## config.mk

```make
export PLATFORM = sky130hd
export DESIGN_NAME = spi_slave_sync
export DESIGN_NICKNAME = d
export VERILOG_FILES = /design/src/rtl/spi_slave_sync.sv
export SDC_FILE = /design/constraint.sdc
export NUM_CORES = 1
export LEC_CHECK = 0
export CORE_UTILIZATION = 25
export DETAILED_ROUTE_END_ITERATION = 8
export SYNTH_ARGS = -nofsm -noshare
export SYNTH_HDL_FRONTEND = slang
export SYNTH_SLANG_ARGS = --single-unit
export TNS_END_PERCENT = 30
```

## constraint.sdc

```tcl
create_clock -name clk -period 1.9 [get_ports clk]
set_input_delay 0.38 -clock clk [delete_from_list [all_inputs] [get_ports clk]]
set_output_delay 0.38 -clock clk [all_outputs]
set_load 0.005 [all_outputs]
```

## src/rtl/spi_slave_sync.sv

```systemverilog
// Oversampled SPI slave: synchronised SCLK/CS/MOSI, RX FIFO, TX holding register with echo fallback.
// Optional sticky overrun/underrun flags with SPI_SLAVE_ERR_FLAGS_EN.
module spi_slave_sync #(
  parameter int unsigned WIDTH       = 8,
  parameter int unsigned RX_DEPTH    = 4,
  parameter int unsigned SYNC_STAGES = 2,
  parameter bit          CPOL        = 1'b0,
  parameter bit          CPHA        = 1'b0
) (
  input  logic             clk,
  input  logic             rst,
  input  logic             spi_sclk,
  input  logic             spi_cs_n,
  input  logic             spi_mosi,
  output logic             spi_miso,
  output logic             spi_miso_oe,
  output logic [WIDTH-1:0] rx_data,
  output logic             rx_valid,
  input  logic             rx_ready,
  input  logic [WIDTH-1:0] tx_data,
  input  logic             tx_valid,
  output logic             tx_ready,
  output logic             busy
`ifdef SPI_SLAVE_ERR_FLAGS_EN
  ,
  output logic             ovr_err,
  output logic             udr_err,
  input  logic             err_clr
`endif
);

  localparam int unsigned CNT_W = $clog2(WIDTH);
  localparam int unsigned AW    = $clog2(RX_DEPTH);
  localparam int unsigned PW    = AW + 1;

  typedef enum logic [1:0] {ST_IDLE, ST_LOAD, ST_SHIFT} state_e;

  logic [SYNC_STAGES-1:0] sclk_sync_q, cs_sync_q, mosi_sync_q;
  logic                   sclk_d1_q, cs_d1_q;
  state_e                 state_q, state_d;
  logic [CNT_W-1:0]       bit_cnt_q, bit_cnt_d;
  logic [WIDTH-2:0]       rx_shift_q, rx_shift_d;
  logic [WIDTH-1:0]       tx_shift_q, tx_shift_d;
  logic                   skip_q, skip_d;
  logic                   word_done_q, word_done_d;
  logic [WIDTH-1:0]       last_rx_q, last_rx_d;
  logic [WIDTH-1:0]       hold_q, hold_d;
  logic                   hold_empty_q, hold_empty_d;
  logic [PW-1:0]          wr_ptr_q, wr_ptr_d, rd_ptr_q, rd_ptr_d;
  logic [WIDTH-1:0]       mem_q [RX_DEPTH];
  logic [WIDTH-1:0]       rx_data_q, rx_data_d;
  logic                   rx_valid_q, rx_valid_d;
  logic                   busy_q, busy_d, miso_q, miso_d;
`ifdef SPI_SLAVE_ERR_FLAGS_EN
  logic                   ovr_q, ovr_d, udr_q, udr_d;
`endif

  logic sclk_s, cs_s, mosi_s;
  logic rise_c, fall_c, lead_c, trail_c, sample_c, shift_c;
  logic cs_fall_c, active_c, load_c, use_hold_c, word_end_c;
  logic full_c, pop_c, do_push_c;
  logic [WIDTH-1:0] rx_word_c;

  assign sclk_s = sclk_sync_q[SYNC_STAGES-1];
  assign cs_s   = cs_sync_q[SYNC_STAGES-1];
  assign mosi_s = mosi_sync_q[SYNC_STAGES-1];

  // Edge classification from the synchronised SCLK
  assign rise_c    = sclk_s & ~sclk_d1_q;
  assign fall_c    = ~sclk_s & sclk_d1_q;
  assign lead_c    = CPOL ? fall_c : rise_c;
  assign trail_c   = CPOL ? rise_c : fall_c;
  assign sample_c  = CPHA ? trail_c : lead_c;
  assign shift_c   = CPHA ? lead_c : trail_c;
  assign cs_fall_c = cs_d1_q & ~cs_s;

  assign active_c   = (state_q == ST_SHIFT) & ~cs_s;
  assign load_c     = ~cs_s & ((state_q == ST_LOAD) | ((state_q == ST_SHIFT) & word_done_q));
  assign use_hold_c = load_c & ~hold_empty_q;
  assign word_end_c = active_c & sample_c & (bit_cnt_q == CNT_W'(WIDTH - 1));
  assign rx_word_c  = {rx_shift_q, mosi_s};

  assign full_c    = (wr_ptr_q - rd_ptr_q) == PW'(RX_DEPTH);
  assign pop_c     = rx_valid_q & rx_ready;
  assign do_push_c = word_end_c & (~full_c | pop_c);

  always_comb begin
    state_d      = state_q;
    bit_cnt_d    = bit_cnt_q;
    rx_shift_d   = rx_shift_q;
    tx_shift_d   = tx_shift_q;
    skip_d       = skip_q;
    word_done_d  = word_end_c;
    last_rx_d    = last_rx_q;
    hold_d       = hold_q;
    hold_empty_d = hold_empty_q;
    wr_ptr_d     = wr_ptr_q + PW'(do_push_c);
    rd_ptr_d     = rd_ptr_q + PW'(pop_c);
    rx_valid_d   = 1'b0;
    rx_data_d    = rx_data_q;
    busy_d       = ~cs_s;
    miso_d       = 1'b0;

    case (state_q)
      ST_IDLE:  if (cs_fall_c) state_d = ST_LOAD;
      ST_LOAD:  state_d = ST_SHIFT;
      ST_SHIFT: state_d = ST_SHIFT;
      default:  state_d = ST_IDLE;
    endcase
    if (cs_s) state_d = ST_IDLE;

    if (cs_s) begin
      bit_cnt_d = '0;
    end else if (active_c & sample_c) begin
      bit_cnt_d  = word_end_c ? '0 : bit_cnt_q + CNT_W'(1);
      rx_shift_d = rx_word_c[WIDTH-2:0];
    end
    if (word_end_c) last_rx_d = rx_word_c;

    // A freshly loaded word keeps its MSB until the first edge after the load has passed
    if (load_c) begin
      tx_shift_d = use_hold_c ? hold_q : last_rx_q;
      skip_d     = 1'b1;
    end else if (active_c & shift_c) begin
      if (!skip_q) tx_shift_d = {tx_shift_q[WIDTH-2:0], 1'b0};
      skip_d = 1'b0;
    end else if (active_c & sample_c) begin
      skip_d = 1'b0;
    end

    if (use_hold_c) begin
      hold_empty_d = 1'b1;
    end else if (tx_valid & hold_empty_q) begin
      hold_d       = tx_data;
      hold_empty_d = 1'b0;
    end

    rx_valid_d = (wr_ptr_d != rd_ptr_d);
    if (do_push_c && (wr_ptr_q[AW-1:0] == rd_ptr_d[AW-1:0])) rx_data_d = rx_word_c;
    else                                                   rx_data_d = mem_q[rd_ptr_d[AW-1:0]];

    miso_d = ~cs_s & tx_shift_d[WIDTH-1];

`ifdef SPI_SLAVE_ERR_FLAGS_EN
    ovr_d = err_clr ? 1'b0 : ovr_q;
    udr_d = err_clr ? 1'b0 : udr_q;
    if (word_end_c & full_c & ~pop_c) ovr_d = 1'b1;
    if (load_c & hold_empty_q)        udr_d = 1'b1;
`endif
  end

  always_ff @(posedge clk) begin
    if (rst) begin
      sclk_sync_q  <= {SYNC_STAGES{CPOL}};
      cs_sync_q    <= '1;
      mosi_sync_q  <= '0;
      sclk_d1_q    <= CPOL;
      cs_d1_q      <= 1'b1;
      state_q      <= ST_IDLE;
      bit_cnt_q    <= '0;
      rx_shift_q   <= '0;
      tx_shift_q   <= '0;
      skip_q       <= 1'b0;
      word_done_q  <= 1'b0;
      last_rx_q    <= '0;
      hold_q       <= '0;
      hold_empty_q <= 1'b1;
      wr_ptr_q     <= '0;
      rd_ptr_q     <= '0;
      rx_data_q    <= '0;
      rx_valid_q   <= 1'b0;
      busy_q       <= 1'b0;
      miso_q       <= 1'b0;
`ifdef SPI_SLAVE_ERR_FLAGS_EN
      ovr_q        <= 1'b0;
      udr_q        <= 1'b0;
`endif
    end else begin
      sclk_sync_q  <= {sclk_sync_q[SYNC_STAGES-2:0], spi_sclk};
      cs_sync_q    <= {cs_sync_q[SYNC_STAGES-2:0], spi_cs_n};
      mosi_sync_q  <= {mosi_sync_q[SYNC_STAGES-2:0], spi_mosi};
      sclk_d1_q    <= sclk_s;
      cs_d1_q      <= cs_s;
      state_q      <= state_d;
      bit_cnt_q    <= bit_cnt_d;
      rx_shift_q   <= rx_shift_d;
      tx_shift_q   <= tx_shift_d;
      skip_q       <= skip_d;
      word_done_q  <= word_done_d;
      last_rx_q    <= last_rx_d;
      hold_q       <= hold_d;
      hold_empty_q <= hold_empty_d;
      wr_ptr_q     <= wr_ptr_d;
      rd_ptr_q     <= rd_ptr_d;
      rx_data_q    <= rx_data_d;
      rx_valid_q   <= rx_valid_d;
      busy_q       <= busy_d;
      miso_q       <= miso_d;
`ifdef SPI_SLAVE_ERR_FLAGS_EN
      ovr_q        <= ovr_d;
      udr_q        <= udr_d;
`endif
    end
  end

  // FIFO storage needs no reset; validity is tracked by the pointers
  always_ff @(posedge clk) begin
    if (do_push_c) mem_q[wr_ptr_q[AW-1:0]] <= rx_word_c;
  end

  assign spi_miso    = miso_q;
  assign spi_miso_oe = busy_q;
  assign busy        = busy_q;
  assign rx_data     = rx_data_q;
  assign rx_valid    = rx_valid_q;
  assign tx_ready    = hold_empty_q;
`ifdef SPI_SLAVE_ERR_FLAGS_EN
  assign ovr_err     = ovr_q;
  assign udr_err     = udr_q;
`endif

endmodule

```

== After elaboration in Yosys (flattened, before gate mapping) ==
Memory sizes are Yosys's and may differ from the RTL's. A register that Yosys moved wholly into a read port is not among the register bits.
Cells that the tools add are included.

* Flip-flop bits (word level): 56
* Latch bits: 0
* RAM bits: 32
* Bits in read-only memories: 0
* Input bits: 15
* Word-level logic and storage cells: 75
* Memories kept: 1

* $add $sub $neg: 4
* $mul: 0
* Div/mod/pow operators: 0
* $lt $le $gt $ge: 0
* Equal/unequal tests: 7
* Shift operators: 0
* Multiplexer cells: 12
* Bitwise operators: 22
* Reduce and logical (&&, ||, !) cells: 9

{| class="wikitable"
|+ Memory list
! memory !! words !! width !! rd ports !! clocked after memory_dff !! write ports !! line !! text
|-
| mem_q || 4 || 8 || 1 || 1 || 1 || 50 || <nowiki>logic [WIDTH-1:0] mem_q [RX_DEPTH];</nowiki>
|}

{| class="wikitable"
|+ Operator list
! operator !! count
|-
| $mux W8 || 4
|-
| $and A1 B1 Y1 || 14
|-
| $add A3 B1 Y3 || 2
|-
| $eq A3 B3 Y1 const B || 2
|-
| $not A1 Y1 || 6
|-
| $reduce_and A2 Y1 || 3
|-
| $reduce_or A2 Y1 || 3
|-
| $mux W1 || 5
|-
| $pmux W2 S2 || 1
|-
| $add A3 B1 Y3 const B || 1
|-
| $mux W3 || 1
|-
| $ne A3 B3 Y1 || 1
|-
| $reduce_bool A3 Y1 || 1
|-
| $sub A3 B3 Y3 || 1
|-
| $eq A2 B1 Y1 const B || 1
|-
| $eq A2 B2 Y1 const B || 1
|-
| $logic_not A2 Y1 || 1
|-
| $mux W2 || 1
|-
| $ne A2 B1 Y1 const B || 1
|-
| $ne A2 B2 Y1 const B || 1
|-
| $or A1 B1 Y1 || 2
|-
| $reduce_bool A2 Y1 || 1
|}

== Longest topological paths before layout ==
* Word-level depth: 8
* Gate-level depth with buffers: 11

== Worst setup path before layout ==
Ideal clock, no wire load.

* Path type: flip-flop to flip-flop
* Start point: register state_q[0]
* End point: register rx_valid_q, in the netlist rx_valid
* Library setup time: 0.133 ns
* Arrival: 1.992 ns
* Data required time: 1.767 ns
* Path slack: -0.225 ns
* Cell stages (with the launch flop): 12
* Buffers on the path: 1
* Cells stage by stage: dfxtp_1 inv_1 ha_1 and4bb_2 buf_4 nand2_4 a21oi_2 ha_1 ha_1 xnor2_1 xnor2_1 a31oi_1

* Word-level cells in the longest chain between the ends: 7

{| class="wikitable"
|+ Ends and longest elaborated chain
! what !! line !! text
|-
| from (decl) || 40 || <nowiki>state_e state_q, state_d;</nowiki>
|-
| from (signal assigned) || 184 || <nowiki>state_q <= state_d;</nowiki>
|-
| $eq A2 B2 Y1 || 77 || <nowiki>assign active_c = (state_q == ST_SHIFT) & ~cs_s;</nowiki>
|-
| $and A1 B1 Y1 || 77 ||
|-
| $and A1 B1 Y1 (2 in a row) || 80 || <nowiki>assign word_end_c = active_c & sample_c & (bit_cnt_q == CNT_W'(WIDTH - 1));</nowiki>
|-
| $and A1 B1 Y1 || 85 || <nowiki>assign do_push_c = word_end_c & (~full_c | pop_c);</nowiki>
|-
| $add A3 B1 Y3 || 97 || <nowiki>wr_ptr_d = wr_ptr_q + PW'(do_push_c);</nowiki>
|-
| $ne A3 B3 Y1 || 138 || <nowiki>rx_valid_d = (wr_ptr_d != rd_ptr_d);</nowiki>
|-
| to (signal assigned) || 196 || <nowiki>rx_valid_q <= rx_valid_d;</nowiki>
|-
| to (decl) || 52 || <nowiki>logic rx_valid_q, rx_valid_d;</nowiki>
|}

No other way between the ends.
A chain may end at the register's enable or synchronous reset.

== Worst setup path after layout ==
* Start point: register rd_ptr_q[1]
* End point: register rx_valid_q, in the netlist rx_valid

* Word-level cells in the longest chain between the ends: 7
* Elaborated cells on any way between the ends: 8

{| class="wikitable"
|+ Ends and longest elaborated chain
! what !! line !! text
|-
| from (decl) || 49 || <nowiki>logic [PW-1:0] wr_ptr_q, wr_ptr_d, rd_ptr_q, rd_ptr_d;</nowiki>
|-
| from (signal assigned) || 194 || <nowiki>rd_ptr_q <= rd_ptr_d;</nowiki>
|-
| $sub A3 B3 Y3 || 83 || <nowiki>assign full_c = (wr_ptr_q - rd_ptr_q) == PW'(RX_DEPTH);</nowiki>
|-
| $eq A3 B3 Y1 || 83 ||
|-
| $not A1 Y1 || 85 ||
|-
| $or A1 B1 Y1 || 85 ||
|-
| $and A1 B1 Y1 || 85 ||
|-
| $add A3 B1 Y3 || 97 ||
|-
| $ne A3 B3 Y1 * || 138 ||
|}

Mark *: on every way between the ends. The rest lies on a longest branch, timed or not.

==> impl_metrics.py <==
metrics = {
    "critical_path": {
        "critical_path.most_common_cell": "xnor2_4",
        "slowest_stage": "dfxtp_2",
        "startpoint_type": "flip-flop",
        "worstPathMaxFanout": 2,
        "path_class": "reg -> reg",
        "crit_chain": "inv_1 -> ha_1 -> nor2b_4 -> xnor2_4 -> a21oi_4 -> ha_2 -> ha_4 -> xnor2_4 -> xnor2_2 -> a31oi_1",
        "crit_family": "adder cells",
        "max_stage_delay_ns": 0.33,
        "cp_num_buf_inv": 1,
        "cp-startpoint": "rd_ptr_q[1]$_SDFF_PP0_",
        "required_ns": 2.12,
        "r2r-start": "rd_ptr_q[1]$_SDFF_PP0_",
        "arrival_ns": 2.06,
        "worstSetupEndpointType": "flip-flop",
    },
    "timing": {
        "worst_pin_slew_ns": 0.462,
        "fin_crit_sh_pct": 97.1,
        "setup_slack_ns": 0.0559,
        "fin_crit_ns": 1.84,
        "setup_viol": 0,
        "tns_ns": 0,
        "maxClockFrequency_mhz": 542,
        "slew_headroom_pct": 69.0,
        "finalHoldViolCount": 0,
        "maxSlewViolCount": 0,
        "finClkSkew_ns": 0.00747,
        "rsz0062_at_grt": "true",
    },
    "synth": {
        "yosysMostFrequentCell": "dfxtp_1",
        "synthTopCellsByCount": "64 x dfxtp_1, 43 x nand2_1, 32 x edfxtp_1",
        "synth_cell_types": 38,
        "synth_ff_type": "dfxtp_1",
        "synth_edf_count": 32,
        "synth_top_area_cell": "dfxtp_1",
        "syn_nets": 357,
        "synth_area_leaders": "dfxtp_1 33%, edfxtp_1 25%, mux2i_1 4.6%",
        "ys_seq_elements": 96,
        "synth_top_area_share_pct": 33.1,
        "ys_warn_count": 0,
        "syn_avg_cell_area_um2": 11.7,
        "syn_area_um2": 3880,
        "synth_cells": 330,
        "async_flop_share_pct": 0,
        "ys_seq_area_share_pct": 57.8,
    },
    "placed_design": {
        "io_buffers": 27,
        "gp_congestion": 0.729,
        "dp_slack_ns": -0.408,
        "dp_hpwl_um": 5150,
    },
    "route": {
        "drt-met1-wl_um": 3360,
        "dr_total_vias": 2428,
        "vias_per_cell": 4.27,
        "drc": 0,
        "wirelength_um": 7220,
        "met2_length_um": 3420,
        "route.met3.wl_um": 295,
        "firstDrtPassIters": 4,
        "wl_per_cell_um": 12.7,
        "drt-initial-drc-count": 143,
        "maxUsedRoutingLayer": "met4",
        "ant_nets": 0,
    },
    "floorplanning": {
        "die_height_um": 127,
        "rows": 45,
        "die-area_um2": 16000,
        "boundaryPins": 28,
        "die_w_um": 127,
        "placeableCoreArea_um2": 15100,
        "initial_core_util_pct": 25.6,
    },
    "power_and_ir_drop": {
        "clock_power_share_pct": 43.5,
        "pwr-share-comb_pct": 3.5,
        "p_sw_mw": 0.780,
        "ir_drop_mv": 0.390,
        "intPower_mw": 3.26,
        "p_sw_share_pct": 19.3,
        "leakagePower_nw": 1.67,
        "power_frac_seq_pct": 53.0,
        "p_per_area_nw_per_um2": 805,
    },
    "cells_and_area": {
        "regArea_um2": 2250,
        "nNetsFinal": 403,
        "n_antenna_cell": 0,
        "fill_cells": 1505,
        "post_route_cells_drive_above_1_share_pct": 20.5,
        "syn_to_final_growth_pct": 29.6,
        "multiInputGateArea_um2": 1670,
    },
    "outcome": {
        "status": "finished clean",
    },
    "global_routing": {
        "grt_max_degree": 26,
        "grt_pass1_wl_um": 12200,
        "grt_usage_pct": 9.76,
        "antenna_found_initial": 0,
        "first_global_vias": 2478,
        "gr-total-overflow": 0,
    },
    "cts": {
        "cts.sinks": 96,
        "cts_tree": "done",
        "cts_root_buf": "clkbuf_16",
        "cts_max_path_buffers": 2,
        "cts_buffers": 9,
        "cts-htree-levels": 3,
        "cts_hold_buf": 0,
        "clk_latency_ns": 0.34,
        "path_clk_slew_ns": 0.06,
    },
    "hold_path": {
        "hold_start": "cs_sync_q[0]$_SDFF_PP1_",
        "hp-class": "reg -> reg",
    },
    "job": {
        "maxCapViolCount": 0,
    },
}
layout make-up:
| type | instances | share of cell area [%] |
|---|---|---|
| Clock buffer | 15 | 5.13 |
| Clock inverter | 1 | 0.598 |
| Inverter | 6 | 0.498 |
| Multi-Input combinational cell | 209 | 33.2 |
| Sequential cell | 96 | 44.8 |
| Tap cell | 188 | 4.68 |
| Timing Repair Buffer | 54 | 11.1 |
power by group through the flow:
stage	combinational, mW	sequential, mW	clock (mW)
2_1_floorplan	0.0753	2.19	0
5_1_grt	0.155	2.15	1.90
4_1_cts	0.141	2.14	1.82
3_5_place_dp	0.141	2.19	0
6_report	0.140	2.14	1.76
3_3_place_gp	0.138	2.19	0
layout by cell type (no fill, tap or decap), types with 3 or more instances in the layout:
master / instances
buf_12: 7
xnor2_1: 5
nand2b_1: 18
mux4_2: 8
inv_1: 3
a21oi_1: 29
mux2i_1: 18
nor2b_1: 16
buf_4: 20
ha_1: 7
and3_1: 3
dfxtp_1: 59
clkdlybuf4s50_1: 25
edfxtp_1: 32
xnor2_2: 3
dfxtp_2: 4
nand2_1: 42
nor2_1: 7
clkbuf_1: 5
nand3_1: 8
ha_4: 4
a211oi_1: 15
clkbuf_16: 9
metrics by stage:
stage          cells  hold WS, ns  power (mW)  cell area (µm²)  util (%)
3_5_place_dp     552        0.401        2.33             4660      30.8
3_3_place_gp     552        0.396        2.33             4660      30.8
6_report         569        0.419        4.04             5020      33.2
2_1_floorplan    330        0.389        2.27             3980         -
5_1_grt          569        0.445        4.20             5020      33.2
4_1_cts          568        0.416        4.11             4960      32.7
flip-flops by register name, summed over array words and instances, names as in the netlist, 3 cells and up:
name        flops
rx_data         8
wr_ptr_q        3
bit_cnt_q       3
rd_ptr_q        3
tx_shift_q      8
last_rx_q       8
hold_q          8
mem_q          32
rx_shift_q      7
cell families (layout without fill, tap and decap cells):
| logic type | Yosys count | count (layout) | synth area share [%] |
|---|---|---|---|
| xor+xnor | 10 | 10 | 2.26 |
| fa+ha+maj | 12 | 12 | 3.87 |
| flops | 96 | 96 | 57.8 |
| simple gates | 112 | 112 | 15.8 |
| buf+inv | 25 | 76 | 3.13 |
| mux | 26 | 26 | 9.30 |
| compound gates | 49 | 49 | 7.78 |
worst register-to-register path: stages (launching register included):
cell	delay, ns
dfxtp_2	0.33
inv_1	0.04
ha_1	0.20
nor2b_4	0.17
xnor2_4	0.15
a21oi_4	0.08
ha_2	0.20
ha_4	0.17
xnor2_4	0.16
xnor2_2	0.13
a31oi_1	0.09
worst paths after layout:
path                                   to  slack [ns]  depth (start not counted)
setup / recovery      rx_valid$_SDFF_PP0_        0.06                         10
hold / removal    cs_sync_q[1]$_SDFF_PP1_        0.42                          1
setup reg to reg      rx_valid$_SDFF_PP0_        0.06                         10
hold reg to reg   cs_sync_q[1]$_SDFF_PP1_        0.42                          1
timing repair:
item                       in CTS  in global routing
gates resized for setup         2                 10
cloned                          0                  0
setup endpoints to repair       9                 17
pin swaps                       3                  5
hold endpoints to repair        0                  0
buffers inserted                0                  1
per-layer routing:
layer | vias up | GRT usage (%)
li1 | 1244 | -
met1 | 1136 | 11.7
met2 | 37 | 15.9
met3 | 11 | 3.12
met4 | 0 | 4.46
met5 | - | 0
No activity file was read; power rests on OpenSTA's default activity.
